**config.mk**
```make
export PLATFORM = sky130hd
export DESIGN_NAME = status_flag_gen
export DESIGN_NICKNAME = d
export VERILOG_FILES = /design/src/rtl/status_flag_gen_pkg.sv /design/src/rtl/status_flag_gen_lane_flag_eval.sv /design/src/rtl/status_flag_gen.sv
export SDC_FILE = /design/constraint.sdc
export NUM_CORES = 1
export LEC_CHECK = 0
export ABC_AREA = 0
export BUFFER_PORTS_ARGS = -buffer_cell sky130_fd_sc_hd__buf_4
export CAP_MARGIN = 20
export CORE_MARGIN = 2
export CORE_UTILIZATION = 45
export CTS_BUF_LIST = sky130_fd_sc_hd__clkbuf_16
export DETAILED_ROUTE_END_ITERATION = 8
export PLACE_DENSITY = 0.76
export SYNTH_ARGS = -nofsm -noshare
export SYNTH_HDL_FRONTEND = slang
export SYNTH_HIERARCHICAL = 1
export SYNTH_SLANG_ARGS = --single-unit
```
**constraint.sdc**
```tcl
create_clock -name CLK -period 6.15 [get_ports CLK]
set_clock_uncertainty 0.05 [all_clocks]
set_input_delay 0.615 -clock CLK [delete_from_list [all_inputs] [get_ports CLK]]
set_output_delay 0.615 -clock CLK [all_outputs]
set_load 0.005 [all_outputs]
```
**src/rtl/status_flag_gen_pkg.sv**
```systemverilog
// Shared constants for the ALU status-flag producer: lane geometry defaults,
// flag bit positions within the 5-bit status word, and the sequencer states.
package status_flag_gen_pkg;

  localparam int LANES_DEF  = 4;
  localparam int LANE_W_DEF = 8;
  localparam int FLAGS_W    = 5;

  localparam int FLG_Z  = 0;
  localparam int FLG_N  = 1;
  localparam int FLG_C  = 2;
  localparam int FLG_V  = 3;
  localparam int FLG_PZ = 4;

  typedef enum logic [1:0] {
    ST_IDLE  = 2'd0,
    ST_SCAN  = 2'd1,
    ST_WRITE = 2'd2
  } state_t;

endpackage

```
**src/rtl/status_flag_gen_lane_flag_eval.sv**
```systemverilog
// Condition bits of a single lane: zero detect, sign bit, and pass-through of
// the lane's carry and overflow. Also used at full word width for scalar results.
module lane_flag_eval
  import status_flag_gen_pkg::*;
#(
  parameter int LANE_W = LANE_W_DEF
) (
  input  logic [LANE_W-1:0] lane,
  input  logic              carry,
  input  logic              ovf,
  output logic              is_zero,
  output logic              msb,
  output logic              c,
  output logic              v
);

  assign is_zero = (lane == '0);
  assign msb     = lane[LANE_W-1];
  assign c       = carry;
  assign v       = ovf;

endmodule

```
**src/rtl/status_flag_gen.sv**
```systemverilog
// Status-register flag producer: latches an ALU result, scans it one lane per
// cycle (or once for scalar results), then issues a one-cycle flag write.
module status_flag_gen
  import status_flag_gen_pkg::*;
#(
  parameter int LANES  = LANES_DEF,
  parameter int LANE_W = LANE_W_DEF
) (
  input  logic                    CLK,
  input  logic                    RESET,
  input  logic                    START,
  input  logic                    SIMD,
  input  logic [LANES*LANE_W-1:0] RES,
  input  logic [LANES-1:0]        CARRY,
  input  logic [LANES-1:0]        OVF,
  output logic                    BUSY,
  output logic [FLAGS_W-1:0]      FLAGS,
  output logic                    FLAGS_WE
);

  localparam int RES_W = LANES * LANE_W;
  localparam int CNT_W = (LANES > 1) ? $clog2(LANES) : 1;
  localparam int ZC_W  = $clog2(LANES + 1);

  localparam logic [CNT_W-1:0] LAST_LANE = CNT_W'(LANES - 1);
  localparam logic [ZC_W-1:0]  ALL_ZERO  = ZC_W'(LANES);

  function automatic logic [FLAGS_W-1:0] pack_flags(
    input logic pz, input logic v, input logic c, input logic n, input logic z
  );
    logic [FLAGS_W-1:0] f;
    f         = '0;
    f[FLG_Z]  = z;
    f[FLG_N]  = n;
    f[FLG_C]  = c;
    f[FLG_V]  = v;
    f[FLG_PZ] = pz;
    return f;
  endfunction

  state_t state, state_nxt;
  logic   accept, last_scan;

  logic [RES_W-1:0] res_p0;
  logic [LANES-1:0] carry_p0, ovf_p0;
  logic             simd_p0;

  logic [CNT_W-1:0] cnt;
  logic [ZC_W-1:0]  zero_cnt, zero_cnt_nxt;
  logic             n_acc, c_acc, v_acc;
  logic             n_acc_nxt, c_acc_nxt, v_acc_nxt;

  logic [LANE_W-1:0] lanes [LANES];
  logic              lane_zero, lane_msb, lane_c, lane_v;
  logic              word_zero, word_msb, word_c, word_v;
  logic [FLAGS_W-1:0] flags_nxt;

  always_ff @(posedge CLK) begin
    if (RESET) state <= ST_IDLE;
    else       state <= state_nxt;
  end

  always_comb begin
    state_nxt = state;
    accept    = 1'b0;
    last_scan = 1'b0;
    unique case (state)
      ST_IDLE: begin
        if (START) begin
          accept    = 1'b1;
          state_nxt = ST_SCAN;
        end
      end
      ST_SCAN: begin
        if (!simd_p0 || cnt == LAST_LANE) begin
          last_scan = 1'b1;
          state_nxt = ST_WRITE;
        end
      end
      ST_WRITE: state_nxt = ST_IDLE;
      default:  state_nxt = ST_IDLE;
    endcase
  end

  assign BUSY = (state != ST_IDLE);

  // Stage p0: operand capture at accept; later input changes are invisible.
  always_ff @(posedge CLK) begin
    if (accept) begin
      res_p0   <= RES;
      carry_p0 <= CARRY;
      ovf_p0   <= OVF;
      simd_p0  <= SIMD;
    end
  end

  always_comb begin
    for (int i = 0; i < LANES; i++) begin
      lanes[i] = res_p0[i*LANE_W +: LANE_W];
    end
  end

  lane_flag_eval #(.LANE_W(LANE_W)) u_lane (
    .lane    (lanes[cnt]),
    .carry   (carry_p0[cnt]),
    .ovf     (ovf_p0[cnt]),
    .is_zero (lane_zero),
    .msb     (lane_msb),
    .c       (lane_c),
    .v       (lane_v)
  );

  lane_flag_eval #(.LANE_W(RES_W)) u_word (
    .lane    (res_p0),
    .carry   (carry_p0[LANES-1]),
    .ovf     (ovf_p0[LANES-1]),
    .is_zero (word_zero),
    .msb     (word_msb),
    .c       (word_c),
    .v       (word_v)
  );

  // Folding in the current lane lets the final lane land directly in FLAGS.
  always_comb begin
    zero_cnt_nxt = zero_cnt + ZC_W'(lane_zero);
    n_acc_nxt    = n_acc | lane_msb;
    c_acc_nxt    = c_acc | lane_c;
    v_acc_nxt    = v_acc | lane_v;
    if (simd_p0) begin
      flags_nxt = pack_flags((zero_cnt_nxt != '0) && (zero_cnt_nxt != ALL_ZERO),
                             v_acc_nxt, c_acc_nxt, n_acc_nxt,
                             zero_cnt_nxt == ALL_ZERO);
    end else begin
      flags_nxt = pack_flags(1'b0, word_v, word_c, word_msb, word_zero);
    end
  end

  // Stage p1: lane accumulation across SCAN cycles.
  always_ff @(posedge CLK) begin
    if (RESET || accept) begin
      cnt      <= '0;
      zero_cnt <= '0;
      n_acc    <= 1'b0;
      c_acc    <= 1'b0;
      v_acc    <= 1'b0;
    end else if (state == ST_SCAN) begin
      cnt      <= cnt + CNT_W'(1);
      zero_cnt <= zero_cnt_nxt;
      n_acc    <= n_acc_nxt;
      c_acc    <= c_acc_nxt;
      v_acc    <= v_acc_nxt;
    end
  end

  // Stage p2: flag word and write strobe, both valid during WRITE.
  always_ff @(posedge CLK) begin
    if (RESET) begin
      FLAGS    <= '0;
      FLAGS_WE <= 1'b0;
    end else begin
      FLAGS_WE <= last_scan;
      if (last_scan) FLAGS <= flags_nxt;
    end
  end

endmodule

```
---- Yosys cells after proc, flatten, opt, wreduce, memory -nomap -nowiden ----
Cells that the tools add are included.
storage, ports and cells
  flip-flop bits (word level) ............. 57
  input port bits ......................... 44
  output and inout bits ................... 7
  word-level logic and storage cells ...... 51
cells by class
  add/sub/neg operators ................... 2
  order comparisons ....................... 2
  equal/unequal tests ..................... 6
  multiplexer cells ....................... 15
  bitwise logic cells ..................... 4
  reductions and logical operators ........ 10
operators by type and width
  cell                   number
  $logic_not A32 Y1      1
  $bmux W8 S2            1
  $mux W8                2
  $logic_not A8 Y1       1
  $mux W1                6
  $mux W5                1
  $bmux W1 S2            2
  $mux W2                2
  $ne A2 B2 Y1 const B   2
  $pmux W2 S2            1
  $add A3 B1 Y3          1
  $eq A3 B3 Y1 const B   1
  $ge A3 B3 Y1 const B   1
  $lt A2 B3 Y1 const B   1
  $ne A3 B3 Y1 const B   1
  $not A2 Y3             1
  $or A1 B1 Y1           3
  $reduce_bool A3 Y1     1
  $add A2 B1 Y2 const B  1
  $eq A2 B1 Y1 const B   1
  $eq A2 B2 Y1 const B   1
  $logic_not A2 Y1       1
  $logic_or A1 B1 Y1     2
  $reduce_and A2 Y1      1
  other kinds (3)        3

---- Longest topological paths before layout ----
  depth in word-level cells ............... 9
  gate-level depth with buffers ........... 9
  mapped depth without buffers ............ 8

---- Hierarchy ----
The synthesis kept the hierarchy.
by module, submodules not included
  module                   times used  cells an instance  area an instance (µm²)  seq. area each (µm²)
  status_flag_gen          1           137                2240.9                  1551.5
  lane_flag_eval (u_word)  1           14                 95.1                    0.0
  lane_flag_eval (u_lane)  1           6                  41.3                    0.0

---- Least setup slack after synthesis ----
No wires, ideal clock.
  path type ............................... register to register
  start ................................... register state[0]
  end ..................................... register carry_p0[0], enable pin
  setup time .............................. 0.439 ns
  data arrival time ....................... 2.461 ns
  data required time ...................... 5.661 ns
  path slack .............................. 3.200 ns
  stages on the path, launching flop included .. 4
  path buffers ............................ 1
  period minus slack after synthesis ...... 2.950 ns
  path through ............................ dfxtp_1 buf_4 or2_2 nor2_1
on the way
  cells in the longest elaborated chain, start to end .. 2
ends and longest elaborated chain
  element                 RTL line               text
  start, declared         status_flag_gen.sv:41  state_t state, state_nxt;
  start signal, assigned  status_flag_gen.sv:60  else state <= state_nxt;
  $logic_not A2 Y1        status_flag_gen.sv:67  unique case (state)
  $mux W1                 status_flag_gen.sv:67
  net accept              status_flag_gen.sv:42  logic accept, last_scan;
  end signal, assigned    status_flag_gen.sv:91  carry_p0 <= CARRY;
  end, declared           status_flag_gen.sv:45  logic [LANES-1:0] carry_p0, ovf_p0;
The timed path passes the listed nets, and every way through them passes these cells.
A chain may end at the register's enable or synchronous reset.

---- Worst setup path after layout ----
  start ................................... register cnt[0]
  end ..................................... register FLAGS[0]
on the way
  cells in the longest elaborated chain, start to end .. 8
  elaborated cells between the ends (all ways) .. 12
  classes of those cells .................. add/sub (1); eq/ne (2); mux (6); bitwise (1); reduce/logical (2)
ends and longest elaborated chain
  element                                     RTL line                              text
  start, declared                             status_flag_gen.sv:48                 logic [CNT_W-1:0] cnt;
  start signal, assigned                      status_flag_gen.sv:147                cnt <= cnt + CNT_W'(1);
  $not A2 Y3 (not written as such)            status_flag_gen.sv:104                .lane (lanes[cnt]),
  $bmux W8 S2                                 status_flag_gen.sv:104
  $mux W8 (not written as such) (2 in a row)  status_flag_gen.sv:104
  $logic_not A8 Y1                            status_flag_gen_lane_flag_eval.sv:17  assign is_zero = (lane == '0);
  net lane_zero                               status_flag_gen.sv:54                 logic lane_zero, lane_msb, lane_c, lane_v;
  $add A3 B1 Y3                               status_flag_gen.sv:125                zero_cnt_nxt = zero_cnt + ZC_W'(lane_zero);
  $eq A3 B3 Y1                                status_flag_gen.sv:132                zero_cnt_nxt == ALL_ZERO);
  $mux W5                                     status_flag_gen.sv:129                if (simd_p0) begin
  end signal, assigned                        status_flag_gen.sv:162                if (last_scan) FLAGS <= flags_nxt;
  end, declared                               status_flag_gen.sv:17                 output logic [FLAGS_W-1:0] FLAGS,
The timed path passes the listed nets, and every way through them passes these cells. The select of a mux whose other input is x is not followed.

==> results.cfg <==
[placed_design]
place_congestion = 0.816
place_ws_ps = 3120
postPlaceCellArea_mm2 = 0.00275
portBuffers = 50
hpwl_um = 3120
dp.cells = 264

[critical_path]
slowest_delay_ps = 810
critPathBufInv = 0
r2r_start = cnt[0]
r2r-end = FLAGS[0]
crit_family = flip-flops
cp_slowest_cell = dfxtp_1
start_kind = flop
path_cells = mux4_2, or4_1, nor2_1, ha_1, ha_1, xor2_1, nand3_1, a211oi_2
critPathArrivalTime_ps = 3200
worstSetupPathType = flop to flop
rr_worst_depth = 8
reg2reg_slack_ps = 3140
cp_max_fo = 12
end_kind = flop
required_ps = 6340
cp_common_cell = ha_1

[power_and_ir_drop]
leakage_uw = 0.00112
sequentialPowerShare = 0.485
combPwrFrac = 0.076
clkPwrFrac = 0.439
switching_share = 0.209
vdd_ir_drop_max_mv = 0.220
finalPower_uw = 943
p_int_uw = 745
p_sw_uw = 197
powerDensity_mw_per_mm2 = 311

[logic_synthesis]
ys_ff_latch = 57
synth_area_mm2 = 0.00238
synth_top_flop_cell = edfxtp_1
synth_nets = 204
ys_seq_area_frac = 0.653
synth_edf_count = 41
avgSynthCellArea_um2 = 15.1
syn_inst = 157
yosys_warnings = 6
async_reset_ff_frac = 0
ys_types = 36

[sta]
max_freq_ghz = 0.332
slew_headroom = 0.495
hold_viol_final = 0
rsz0062_at_grt = false
slew_violations = 0
fin_crit_ps = 3010
worst_slew_pin_slew_ps = 757
finalWorstSetupSlack_ps = 3140
finalSetupTns_ps = 0
layout_worst_path_cycle_share = 0.490
setup_viol = 0

[drt]
vias = 1471
route.detailed.drc = 0
routed_via_density = 5.23
ant_nets = 0
drt_iter0_markers = 98
wire_per_inst_um = 15.7
drtPass1Iterations = 4
routed_wl_um = 4420

[floorplan]
die_w_um = 76.7
core_mm2 = 0.00511
ios = 51
die_area_mm2 = 0.00588
initial_core_util = 0.465
die_y_um = 76.7
placementRows = 26

[final_layout]
layout-drive-gt1-share = 0.389
antenna_cells = 0
area.growth.synth_to_final_pct = 27.6
nets = 253
final_area_mm2 = 0.00303
final_cell_count_no_fill = 281

[global_route]
gr-total-overflow = 0
track_usage = 0.167
grt_pass1_wl_um = 7330
grt_start_max_net_pins = 42
grt_pass1_vias = 1479
antenna_found_initial = 0

[min_path]
hp-class = input pin to flop
whs_endpoint = res_p0[12]
min_from = RES[12]
holdPathStages = 1

[clock_tree]
clk_pin_slew_ps = 50
numCtsBuffers = 9
cts_tree = built
cts.repair.resized = 0
cts.sinks = 57
clockBufferDepth = 2
clockRootBuffer = clkbuf_16
cts_setup_buffers = 0
clock_latency_ps = 320
htree_levels = 3
holdBufCountCts = 0

[status]
outcome = finished, final reports clean

[job]
maxCapViolCount = 0
==> sequential cells by signal (all words and copies together), names as in the netlist <==
name / cells
v_acc: 1
FLAGS: 5
res_p0: 32
zero_cnt: 3
state: 2
c_acc: 1
cnt: 2
carry_p0: 4
simd_p0: 1
n_acc: 1
FLAGS_WE: 1
ovf_p0: 4
==> cells in the mapped netlist, types with 2 or more instances <==
| library cell | number | share of area |
|---|---|---|
| mux4_2 | 10 | 0.095 |
| buf_2 | 2 | 0.0042 |
| nand2_1 | 4 | 0.0063 |
| or3b_1 | 2 | 0.0074 |
| a21oi_1 | 8 | 0.017 |
| edfxtp_1 | 41 | 0.52 |
| o2111ai_1 | 3 | 0.011 |
| and2b_1 | 2 | 0.0063 |
| nor3_1 | 4 | 0.0084 |
| nor4_1 | 7 | 0.018 |
| nor2b_1 | 4 | 0.011 |
| o21ai_0 | 8 | 0.017 |
| buf_6 | 2 | 0.0095 |
| dfxtp_1 | 16 | 0.13 |
| nand2b_1 | 2 | 0.0053 |
| or4_1 | 2 | 0.0063 |
| nor2_1 | 8 | 0.013 |
| a22oi_1 | 3 | 0.0095 |
| ha_1 | 3 | 0.016 |
| nand4_1 | 2 | 0.0053 |
| buf_4 | 8 | 0.025 |
| mux2i_1 | 2 | 0.0084 |
==> stage by stage <==
stage / util / hold WS [ps]
finish: 0.594 / 423
global route: 0.594 / 408
CTS: 0.589 / 412
detailed placement: 0.539 / 411
global placement: 0.539 / 405
floorplan: - / 391
==> worst max path at each step <==
stage / startpoint / end / slack [ps] / cells past startpoint
2_1_floorplan: state[0] / carry_p0[0] / 3200 / 3
3_3_place_gp: cnt[0] / FLAGS[0] / 3190 / 8
3_5_place_dp: cnt[0] / FLAGS[0] / 3120 / 8
4_1_cts: cnt[0] / FLAGS[0] / 3090 / 8
5_1_grt: cnt[0] / FLAGS[0] / 2850 / 8
6_report: cnt[0] / FLAGS[0] / 3140 / 8
==> final cells by class <==
class	instances	area [um^2]
clock buffer	9	225
clock inverter	7	30.0
fill	401	2070
inverter	1	3.75
multi-input combinational	86	733
sequential	57	1550
tap	70	87.6
timing repair buffer	51	403
==> power by group through the flow <==
| stage | registers [uW] | clock network, uW | logic (uW) |
|---|---|---|---|
| 2_1_floorplan | 455 | 0 | 47.4 |
| 4_1_cts | 458 | 420 | 68.6 |
| 5_1_grt | 460 | 446 | 77.9 |
| 3_3_place_gp | 464 | 0 | 66.6 |
| 6_report | 458 | 414 | 71.5 |
| 3_5_place_dp | 465 | 0 | 68.2 |
==> routing by layer <==
| layer | wire length, um | vias to the layer above | global-route usage |
|---|---|---|---|
| li1 | - | 710 | - |
| met1 | 1870 | 707 | 0.212 |
| met2 | 2230 | 48 | 0.261 |
| met3 | 258 | 6 | 0.0541 |
| met4 | 57 | 0 | 0.0764 |
| met5 | 0 | - | 0 |
==> placed cells by master (no fill, tap or decap), types with 2 or more instances in the layout <==
| master | Yosys | routed |
|---|---|---|
| nor3_1 | 4 | 4 |
| or4_1 | 2 | 2 |
| nor2_1 | 8 | 7 |
| ha_1 | 3 | 3 |
| mux4_2 | 10 | 10 |
| clkinv_1 | 0 | 2 |
| and2b_1 | 2 | 2 |
| nand2b_1 | 2 | 2 |
| a21oi_1 | 8 | 8 |
| clkbuf_16 | 0 | 9 |
| nand2_1 | 4 | 4 |
| nand4_1 | 2 | 2 |
| nor2b_1 | 4 | 4 |
| o2111ai_1 | 3 | 3 |
| a22oi_1 | 3 | 3 |
| clkinv_2 | 0 | 3 |
| nor4_1 | 7 | 7 |
| buf_4 | 8 | 50 |
| or3b_1 | 2 | 2 |
| inv_1 | 1 | 3 |
| edfxtp_1 | 41 | 41 |
| dfxtp_1 | 16 | 16 |
| mux2i_1 | 2 | 2 |
| o21ai_0 | 8 | 8 |
==> worst register-to-register path, stage by stage (launching register included) <==
cell and delay (ps):
dfxtp_1 810, mux4_2 610, or4_1 540, nor2_1 120, ha_1 150, ha_1 190, xor2_1 180, nand3_1 110
a211oi_2 190
==> kinds of logic (layout without fill, tap and decap cells) <==
group                    after synthesis  in the layout  share of synthesized area
flip-flops                            57             57                      0.653
AND/OR/NAND/NOR                       45             45                      0.115
AO/OA/AOI/OAI                         25             25                     0.0679
buffers and inverters                 14             68                     0.0421
multiplexers                          12             12                      0.103
adder cells (fa/ha/maj)                3              3                     0.0158
XOR/XNOR                               1              1                    0.00368
Note: power is estimated with default switching activity, not from simulation.
